===== config.mk =====
export PLATFORM = sky130hd
export DESIGN_NAME = pipe_hazard_ctrl_flat
export DESIGN_NICKNAME = d
export VERILOG_FILES = /design/src/rtl/pipe_hazard_ctrl_if.sv /design/src/rtl/pipe_hazard_ctrl.sv /design/src/flat_wrapper.sv
export SDC_FILE = /design/constraint.sdc
export NUM_CORES = 1
export LEC_CHECK = 0
export ABC_AREA = 1
export CAP_MARGIN = 10
export CORE_UTILIZATION = 48
export DETAILED_ROUTE_END_ITERATION = 7
export PLACE_DENSITY = 0.8
export SYNTH_ARGS = -nofsm -noshare
export SYNTH_HDL_FRONTEND = slang
export SYNTH_SLANG_ARGS = --single-unit

===== constraint.sdc =====
create_clock -name clk -period 1.89 [get_ports clk]
set_input_delay 0.189 -clock clk [delete_from_list [all_inputs] [get_ports clk]]
set_output_delay 0.189 -clock clk [all_outputs]
set_load 0.02 [all_outputs]

===== src/rtl/pipe_hazard_ctrl_if.sv =====
// pipe_hazard_ctrl_if
//   Bundles the ID-stage operand fields, the ID/EX and EXE/MEM destination
//   fields and the branch-resolve strobe going into the hazard controller,
//   plus the stage freeze/flush controls and debug counters coming out.
//   master = pipeline side, slave = hazard controller.
interface pipe_hazard_ctrl_if #(
  parameter int CNT_W = 16
);
  logic [3:0]       src1;
  logic [3:0]       src2;
  logic             two_src;
  logic             src1_used;
  logic [3:0]       exe_dest;
  logic             exe_wb_en;
  logic             exe_mem_read;
  logic [3:0]       mem_dest;
  logic             mem_wb_en;
  logic             branch_taken;
  logic             freeze;
  logic             flush_if;
  logic             flush_id;
  logic [1:0]       state;
  logic [CNT_W-1:0] stall_cnt;
  logic [CNT_W-1:0] flush_cnt;

  modport master (
    output src1, src2, two_src, src1_used,
    output exe_dest, exe_wb_en, exe_mem_read,
    output mem_dest, mem_wb_en, branch_taken,
    input  freeze, flush_if, flush_id, state, stall_cnt, flush_cnt
  );

  modport slave (
    input  src1, src2, two_src, src1_used,
    input  exe_dest, exe_wb_en, exe_mem_read,
    input  mem_dest, mem_wb_en, branch_taken,
    output freeze, flush_if, flush_id, state, stall_cnt, flush_cnt
  );
endinterface


===== src/rtl/pipe_hazard_ctrl.sv =====
// pipe_hazard_ctrl
//   Freeze/flush generator for the IF, IF/ID and ID/EX stages of the 5-stage
//   core. Detects RAW hazards between the ID-stage sources and the ID/EX and
//   EXE/MEM destinations, holds a FLUSH_CYCLES-long flush window after a taken
//   branch and keeps saturating stall/flush event counters for debug.
//   Build option: define PIPE_HAZARD_FWD_EN when the forwarding unit is
//   present; only load-use hazards against ID/EX then cause a stall.
module pipe_hazard_ctrl #(
  parameter int FLUSH_CYCLES = 1,
  parameter int CNT_W        = 16
) (
  input  logic              clk,
  input  logic              rst,
  pipe_hazard_ctrl_if.slave hz
);

  typedef enum logic [1:0] {
    ST_RUN   = 2'd0,
    ST_STALL = 2'd1,
    ST_FLUSH = 2'd2
  } state_t;

  // Last value of the window counter before returning to RUN; the branch
  // cycle itself is the first cycle of the window.
  localparam logic [2:0]       FCNT_LAST   = 3'(FLUSH_CYCLES - 1);
  localparam bit               MULTI_FLUSH = (FLUSH_CYCLES > 1);
  localparam logic [CNT_W-1:0] CNT_MAX     = {CNT_W{1'b1}};

  // Source/destination match for one producer stage; all four index bits
  // compared, R15 is an ordinary register here.
  function automatic logic f_src_hit(
    input logic [3:0] i_src1,
    input logic [3:0] i_src2,
    input logic       i_src1_used,
    input logic       i_two_src,
    input logic [3:0] i_dest,
    input logic       i_wb_en
  );
    return i_wb_en & ((i_src1_used & (i_src1 == i_dest)) |
                      (i_two_src   & (i_src2 == i_dest)));
  endfunction

  state_t           r_state;
  logic [2:0]       r_fcnt;
  logic [CNT_W-1:0] r_stall_cnt;
  logic [CNT_W-1:0] r_flush_cnt;

  logic w_hit_exe;
  logic w_hazard;
  logic w_flush;
  logic w_freeze;
  logic w_flush_if;
  logic w_flush_id;
  logic w_unused;

  assign w_hit_exe = f_src_hit(hz.src1, hz.src2, hz.src1_used, hz.two_src,
                               hz.exe_dest, hz.exe_wb_en);

`ifdef PIPE_HAZARD_FWD_EN
  // Forwarding covers ALU results; only a load in EXE cannot be bypassed.
  assign w_hazard = w_hit_exe & hz.exe_mem_read;
  assign w_unused = ^{hz.mem_dest, hz.mem_wb_en};
`else
  // No bypass paths: wait until the producer has left EXE and MEM.
  logic w_hit_mem;
  assign w_hit_mem = f_src_hit(hz.src1, hz.src2, hz.src1_used, hz.two_src,
                               hz.mem_dest, hz.mem_wb_en);
  assign w_hazard  = w_hit_exe | w_hit_mem;
  assign w_unused  = hz.exe_mem_read;
`endif

  assign w_flush = hz.branch_taken | (r_state == ST_FLUSH);

  // Stage controls: branch flush beats hazard stall; a stall also bubbles ID/EX.
  always_comb begin
    w_freeze   = 1'b0;
    w_flush_if = 1'b0;
    w_flush_id = 1'b0;
    if (w_flush) begin
      w_flush_if = 1'b1;
      w_flush_id = 1'b1;
    end else if (w_hazard) begin
      w_freeze   = 1'b1;
      w_flush_id = 1'b1;
    end else begin
      w_freeze   = 1'b0;
      w_flush_if = 1'b0;
      w_flush_id = 1'b0;
    end
  end

  // Control FSM: a taken branch (re)starts the flush window from any state.
  always_ff @(posedge clk or posedge rst) begin
    if (rst) begin
      r_state <= ST_RUN;
      r_fcnt  <= 3'd0;
    end else if (hz.branch_taken) begin
      if (MULTI_FLUSH) begin
        r_state <= ST_FLUSH;
        r_fcnt  <= 3'd1;
      end else begin
        r_state <= ST_RUN;
        r_fcnt  <= 3'd0;
      end
    end else begin
      case (r_state)
        ST_RUN, ST_STALL: begin
          r_state <= w_hazard ? ST_STALL : ST_RUN;
          r_fcnt  <= 3'd0;
        end
        ST_FLUSH: begin
          if (r_fcnt >= FCNT_LAST) begin
            r_state <= ST_RUN;
            r_fcnt  <= 3'd0;
          end else begin
            r_fcnt  <= r_fcnt + 3'd1;
          end
        end
        default: begin
          r_state <= ST_RUN;
          r_fcnt  <= 3'd0;
        end
      endcase
    end
  end

  // Debug counters: freeze cycles and taken branches, held at all-ones.
  always_ff @(posedge clk or posedge rst) begin
    if (rst) begin
      r_stall_cnt <= '0;
      r_flush_cnt <= '0;
    end else begin
      if (w_freeze && (r_stall_cnt != CNT_MAX)) begin
        r_stall_cnt <= r_stall_cnt + {{(CNT_W-1){1'b0}}, 1'b1};
      end
      if (hz.branch_taken && (r_flush_cnt != CNT_MAX)) begin
        r_flush_cnt <= r_flush_cnt + {{(CNT_W-1){1'b0}}, 1'b1};
      end
    end
  end

  assign hz.freeze    = w_freeze;
  assign hz.flush_if  = w_flush_if;
  assign hz.flush_id  = w_flush_id;
  assign hz.state     = r_state;
  assign hz.stall_cnt = r_stall_cnt;
  assign hz.flush_cnt = r_flush_cnt;

endmodule


===== src/flat_wrapper.sv =====
// flat-port wrapper written by rule: the top's interface ports become plain ports
module pipe_hazard_ctrl_flat 
#(
  parameter int FLUSH_CYCLES = 1,
  parameter int CNT_W        = 16
)
  (clk, rst, hz_src1, hz_src2, hz_two_src, hz_src1_used, hz_exe_dest, hz_exe_wb_en, hz_exe_mem_read, hz_mem_dest, hz_mem_wb_en, hz_branch_taken, hz_freeze, hz_flush_if, hz_flush_id, hz_state, hz_stall_cnt, hz_flush_cnt);
  pipe_hazard_ctrl_if #(.CNT_W(CNT_W)) hz_i ();
  input  logic clk;
  input  logic rst;
  input wire logic [$bits(hz_i.src1)-1:0] hz_src1;
  input wire logic [$bits(hz_i.src2)-1:0] hz_src2;
  input wire logic [$bits(hz_i.two_src)-1:0] hz_two_src;
  input wire logic [$bits(hz_i.src1_used)-1:0] hz_src1_used;
  input wire logic [$bits(hz_i.exe_dest)-1:0] hz_exe_dest;
  input wire logic [$bits(hz_i.exe_wb_en)-1:0] hz_exe_wb_en;
  input wire logic [$bits(hz_i.exe_mem_read)-1:0] hz_exe_mem_read;
  input wire logic [$bits(hz_i.mem_dest)-1:0] hz_mem_dest;
  input wire logic [$bits(hz_i.mem_wb_en)-1:0] hz_mem_wb_en;
  input wire logic [$bits(hz_i.branch_taken)-1:0] hz_branch_taken;
  output wire logic [$bits(hz_i.freeze)-1:0] hz_freeze;
  output wire logic [$bits(hz_i.flush_if)-1:0] hz_flush_if;
  output wire logic [$bits(hz_i.flush_id)-1:0] hz_flush_id;
  output wire logic [$bits(hz_i.state)-1:0] hz_state;
  output wire logic [$bits(hz_i.stall_cnt)-1:0] hz_stall_cnt;
  output wire logic [$bits(hz_i.flush_cnt)-1:0] hz_flush_cnt;
  assign hz_i.src1 = hz_src1;
  assign hz_i.src2 = hz_src2;
  assign hz_i.two_src = hz_two_src;
  assign hz_i.src1_used = hz_src1_used;
  assign hz_i.exe_dest = hz_exe_dest;
  assign hz_i.exe_wb_en = hz_exe_wb_en;
  assign hz_i.exe_mem_read = hz_exe_mem_read;
  assign hz_i.mem_dest = hz_mem_dest;
  assign hz_i.mem_wb_en = hz_mem_wb_en;
  assign hz_i.branch_taken = hz_branch_taken;
  assign hz_freeze = hz_i.freeze;
  assign hz_flush_if = hz_i.flush_if;
  assign hz_flush_id = hz_i.flush_id;
  assign hz_state = hz_i.state;
  assign hz_stall_cnt = hz_i.stall_cnt;
  assign hz_flush_cnt = hz_i.flush_cnt;
  pipe_hazard_ctrl #(.FLUSH_CYCLES(FLUSH_CYCLES), .CNT_W(CNT_W)) u_core (.clk(clk), .rst(rst), .hz(hz_i));
endmodule

==> qor.txt, run 1 <==
vias in the first global route: 2158
switch share: 35.1%
Initial Utilization: 50.4%
total CTS buffers: 5
postcts setup bufs: 0
post-route setup TNS: 0 ps
Detail Placement HPWL: 4.10 mm
unrepaired setup endpoints after global routing: yes
Finished Core Util: 69.1%
Setup WS pre-CTS: -343 ps
Mapped Cells: 315
DR WL/cell: 12.6 µm
n_diodes: 0
Die Span X: 69.9 µm
Internal Pwr Total: 1.66 mW
Period minus WS final: 1750 ps
YS warnings: 0
Comb power frac: 34.5%
CP dominant cell by count: nand2_1
overall power: 2.56 mW
Max Freq: 570 MHz
switching power: 0.897 mW
Final GP Congestion: 0.917
first-pass GRT wire length: 9.47 mm
Seq cells post-synth: 33
Setup WS post-layout: 135 ps
row cnt: 24
# clock sinks: 33
part of the power in the clock network: 26.8%
Critical Path RT: 1700 ps
# H-tree levels: 2
Final Hold Viols: 0
top-area cell type share of the netlist area: 37.4%
root buf cell: clkbuf_8
CTS Hold Buffers Added: 0
largest net degree at the start of global routing: 34
crit path DAT: 1570 ps
CP Cell Sequence: clkdlybuf4s50_1 -> inv_1 -> buf_4 -> o21ai_1 -> inv_1 -> nand3_1 -> nand2_1 -> nand2_1 -> nand2_2 -> inv_2 -> nand2_1 -> clkbuf_2
CTS tree: yes
fraction of layout cells with a size suffix above 1: 9.09%
P_leak: 1.51 nW
Total GRT Usage: 24.1%
Yosys top cell by area: dfrtp_1
CP Capture Type: output port
critical-path cell with the highest stage delay: clkdlybuf4s50_1
startpoint types: input pin
Reg clk slew, reported paths: 70 ps
crit share post-route: 92.8%
post-synthesis sequential area ratio: 37.4%
max-cap violations: 0
routed vias: 2297
Cell Area, Synth: 0.00221 mm²
Initial DRT Pass Iterations: 4
syn_nets: 341
DRC: 0
Slew Limit Fails: 0
initial antenna violation count: 0
ranking of synthesized cells by area: dfrtp_1 (37%), nand2_1 (19%), xor2_1 (6.3%), nand4_1 (5.7%), inv_1 (5.3%)
critical path's largest stage delay: 500 ps
WS Path Type: in2out
mean post-synth cell area: 7.01 µm²
Final setup viols: 0
critical path fanouts, max: 2
critical path startpoint: hz_exe_dest[3]
Distinct cells, synth: 23
sequential power share: 38.8%
clock latency on the worst-skew pair: 290 ps
Boundary Pins: 61
die area: 0.00488 mm²
First DRT Iteration DRCs: 211
core area: 0.00438 mm²
run status: completed
Worst Hold Class: in2async
vias per cell: 5.26
skew final: 3.68 ps
worst vdd ir: 456 µV
Resize count post-CTS: 5
Reg-to-Reg Start: u_core.hz.flush_cnt[0]
DRT antenna net count: 0
IO buf count: 58
Post-Route WL: 5.49 mm
power per cell area: 844 mW/mm²
nets@finish: 410
overflow left after global routing: 0
clock buffer depth: 2
Die Y: 69.9 µm
WHS: 289 ps
Area Overhead vs Synth: 37.2%
-- worst max-delay path, delay by kind of cell --
family,cells,cell delay [ps]
buffers and inverters,6,950
and+or+nand+nor,5,310
AOI/OAI and AO/OA,1,110
-- sequential cells by signal, indices dropped and copies added, names as in the netlist --
name / flops
u_core.hz.state: 1
u_core.hz.flush_cnt: 16
u_core.hz.stall_cnt: 16
-- cells by family after synthesis --
| group | count (synthesis) | share of synthesized area, % |
|---|---|---|
| compound gates | 3 | 0.679 |
| xor+xnor | 29 | 11.5 |
| buf+inv | 45 | 8.61 |
| other cells | 1 | 0.170 |
| flops | 33 | 37.4 |
| simple gates | 202 | 40.5 |
| fa+ha+maj | 2 | 1.13 |
-- synth_stat cells, drive strengths merged --
master / number
clkinv: 1
clkbuf: 1
ha: 2
nor2: 30
inv: 37
nand3: 25
nand4: 21
xor2: 16
conb: 1
o21ai: 3
xnor2: 13
buf: 6
dfrtp: 33
nor3: 12
nand2: 114
-- routing by layer --
layer,GRT usage [%],up-vias,routed length [µm]
met3,5.92,15,350
met4,10.2,0,109
li1,-,1130,-
met1,30.5,1057,2380
met5,0,-,0
met2,39.1,95,2640
-- area by class of cell --
type | count | area [µm²]
fillers | 367 | 1350
multi-input cells | 237 | 1220
flip-flops and latches | 33 | 826
repair buffers | 69 | 666
inverters | 38 | 143
clock buffers | 7 | 86.3
well taps | 52 | 65.1
clock inverters | 1 | 30.0
-- power by group through the flow --
stage	registers [mW]	clock network, mW	logic (mW)
floorplan	1.10	0	0.342
global placement	0.983	0	0.840
detailed placement	0.992	0	0.862
CTS	0.980	0.690	0.867
global route	1.01	0.726	0.968
finish	0.992	0.685	0.881
-- through the flow --
step / cell area, µm² / std cells
after floorplan: 2210 / 315
after global placement: 2890 / 429
after detailed placement: 2890 / 429
after CTS: 3010 / 437
after global routing: 3030 / 437
final: 3030 / 437
-- path summary, 6_finish.rpt --
path	endpoint	slack, ps	cells past startpoint
setup / recovery	hz_flush_id	140	12
hold / removal	u_core.hz.flush_cnt[9]	290	3
setup reg to reg	u_core.hz.flush_cnt[8]	170	8
hold reg to reg	u_core.hz.flush_cnt[13]	520	1
max in group asynchronous	u_core.hz.stall_cnt[6]	1310	3
min in group clk	u_core.hz.flush_cnt[13]	520	1
-- cell usage in the layout, fill, tap and decap left out --
cell type        instances
o21ai_0                  1
clkbuf_1                 1
inv_2                    6
nand3_1                 23
nand2_1                113
o21ai_1                  2
clkdlybuf4s50_1         55
bufinv_16                1
nor2_2                   2
conb_1                   1
inv_1                   31
nor3_4                   1
ha_4                     1
nand4_1                 20
nand3_2                  2
xor2_1                  16
nor3_1                  10
dlymetal6s2s_1           1
clkinv_1                 1
xnor2_1                 13
nor2_1                  28
clkbuf_2                 1
nor3_2                   1
nand4_4                  1
ha_1                     1
buf_6                    2
buf_4                   10
nand2_2                  1
clkbuf_8                 6
dfrtp_1                 33
Note: power is estimated with default switching activity, not from simulation.
==> inputs of run 2 (changes only) <==
Settings changed: GPL_TIMING_DRIVEN set to 0.
==> run 2 against run 1 <==
  * Clock power down 22%
  * Worst setup slack worse by 47 ps
  * Die area is the same
  * Via count is 1.0% lower
  * First-iteration DRC count decreased by 11%
  * Hold slack better by 10 ps
  * Fmax decreased by 2.6%
  * Global-route usage shrank 2.2 points
  * Register-to-register slack worse by 80 ps
  * Routed wire length shrank 0.77%
  * Critical endpoint is now u_core.hz.stall_cnt[3]
  * Largest power group unchanged
  * Highest routed layer unchanged
==> qor.txt, run 2 (synthesis gave the netlist of run 1 again) <==
Period minus WS final: 1800 ps
DR WL/cell: 12.3 µm
Die Span X: 69.9 µm
Slew Limit Fails: 0
core area: 0.00438 mm²
power per cell area: 785 mW/mm²
max-cap violations: 0
IO buf count: 58
startpoint types: flop
crit path DAT: 2030 ps
DRT antenna net count: 0
worst r2r path cells: 8
FF-to-FF End: u_core.hz.stall_cnt[3]
crit share post-route: 95.3%
critical path fanouts, max: 10
Post-Route WL: 5.44 mm
Critical Path RT: 2120 ps
FILL cells: 350
routed vias: 2274
crit path to: u_core.hz.stall_cnt[3]
fraction of layout cells with a size suffix above 1: 11.0%
P_leak: 1.60 nW
Final setup viols: 0
# clock sinks: 33
Initial DRT Pass Iterations: 4
post-route insts no fill: 444
worst vdd ir: 356 µV
vias per cell: 5.12
max_slew headroom: 54.8%
Max Freq: 555 MHz
Placed Instances: 426
Reg-to-Reg Start: u_core.hz.stall_cnt[0]
most frequent cells in the layout: nand2_1 (113), clkdlybuf4s50_1 (47), dfrtp_1 (33)
total CTS buffers: 5
n_diodes: 0
Final Cell Area: 0.00312 mm²
initial antenna violation count: 0
Boundary Pins: 61
Area Overhead vs Synth: 41.1%
Reg clk slew, reported paths: 70 ps
Final Hold Viols: 0
vias in the first global route: 2030
cell area after placement: 0.00288 mm²
commonest non-fill, non-tap cell in the layout: nand2_1
DRC: 0
clock latency on the worst-skew pair: 290 ps
Initial Utilization: 50.4%
largest net degree at the start of global routing: 19
CP Capture Type: flop
post-route setup TNS: 0 ps
First DRT Iteration DRCs: 187
Slew @ Worst Pin: 677 ps
Reg area: 826 µm²
# H-tree levels: 2
Die Y: 69.9 µm
Worst Hold Class: in2async
Finished Core Util: 71.1%
WS Path Type: reg2reg
run status: completed
critical path startpoint: u_core.hz.stall_cnt[0]
skew final: 4.27 ps
overall power: 2.45 mW
row cnt: 24
Total GRT Usage: 21.8%
die area: 0.00488 mm²
area of the multi-input gates: 0.00123 mm²
clock buffer depth: 2
Final GP Congestion: 0.869
nets@finish: 417
root buf cell: clkbuf_8
CTS Hold Buffers Added: 0
CTS tree: yes
overflow left after global routing: 0
R2R Setup Slk: 90 ps
first-pass GRT wire length: 8.76 mm
Detail Placement HPWL: 4.07 mm
[run 2: cell types whose count changed in the layout (fill, tap and decap cells not counted), sizes merged, moves of 2 or more]
cell,change
buf,+7
clkinvlp,+2
dlymetal6s2s,+7
clkbuf,-2
clkdlybuf4s50,-8
[run 2: metal layers]
metal	wire [µm]	up-vias	global-route usage, %
li1	-	1145	-
met1	2410	1036	28.4
met2	2640	83	36.5
met3	314	10	4.18
met4	76	0	7.11
met5	0	-	0
[run 2: metrics by stage]
step,hold slack (ps),setup WS (ps)
floorplan,318,168
CTS,329,-7.15
global route,357,-47.8
global placement,503,-644
finish,300,88.9
detailed placement,508,-705
[run 2: layout make-up]
type                            count  share of cell area (%)
Tap cell                           52                    2.09
Buffer                              7                    1.93
Multi-Input combinational cell    237                    39.6
Clock buffer                        5                    2.21
Timing Repair Buffer               69                    22.5
Inverter                           38                    4.70
Sequential cell                    33                    26.5
Clock inverter                      3                   0.562
[run 2: critical path, stage by stage, from the launching register on]
cell and delay (ps):
dfrtp_1 450, ha_4 200, nand3_2 130, nor3_4 330, nand4_4 200, nand3_4 150
buf_6 150, nand2_1 50, nand2_1 70
[run 2: how the worst min path moves through the flow]
stage / from / to / slack [ps] / depth (start not counted)
2_1_floorplan: rst / u_core.hz.flush_cnt[0] / 320 / 1
3_3_place_gp: u_core.hz.flush_cnt[13] / u_core.hz.flush_cnt[13] / 500 / 1
3_5_place_dp: u_core.hz.stall_cnt[4] / u_core.hz.stall_cnt[4] / 510 / 2
4_1_cts: rst / u_core.hz.flush_cnt[9] / 330 / 2
5_1_grt: rst / u_core.hz.stall_cnt[3] / 360 / 2
6_report: rst / u_core.hz.flush_cnt[9] / 300 / 2
[run 2: power breakdown]
part	switching (mW)	total, mW	internal (mW)
Sequential	0.165	0.988	0.823
Combinational	0.484	0.925	0.442
Clock	0.279	0.533	0.254
[run 2: timing repair]
item / in CTS / in global routing
setup endpoints to repair: 2 / 15
pin swaps: 1 / 4
buffers inserted: 1 / 9
gates resized for setup: 15 / 19
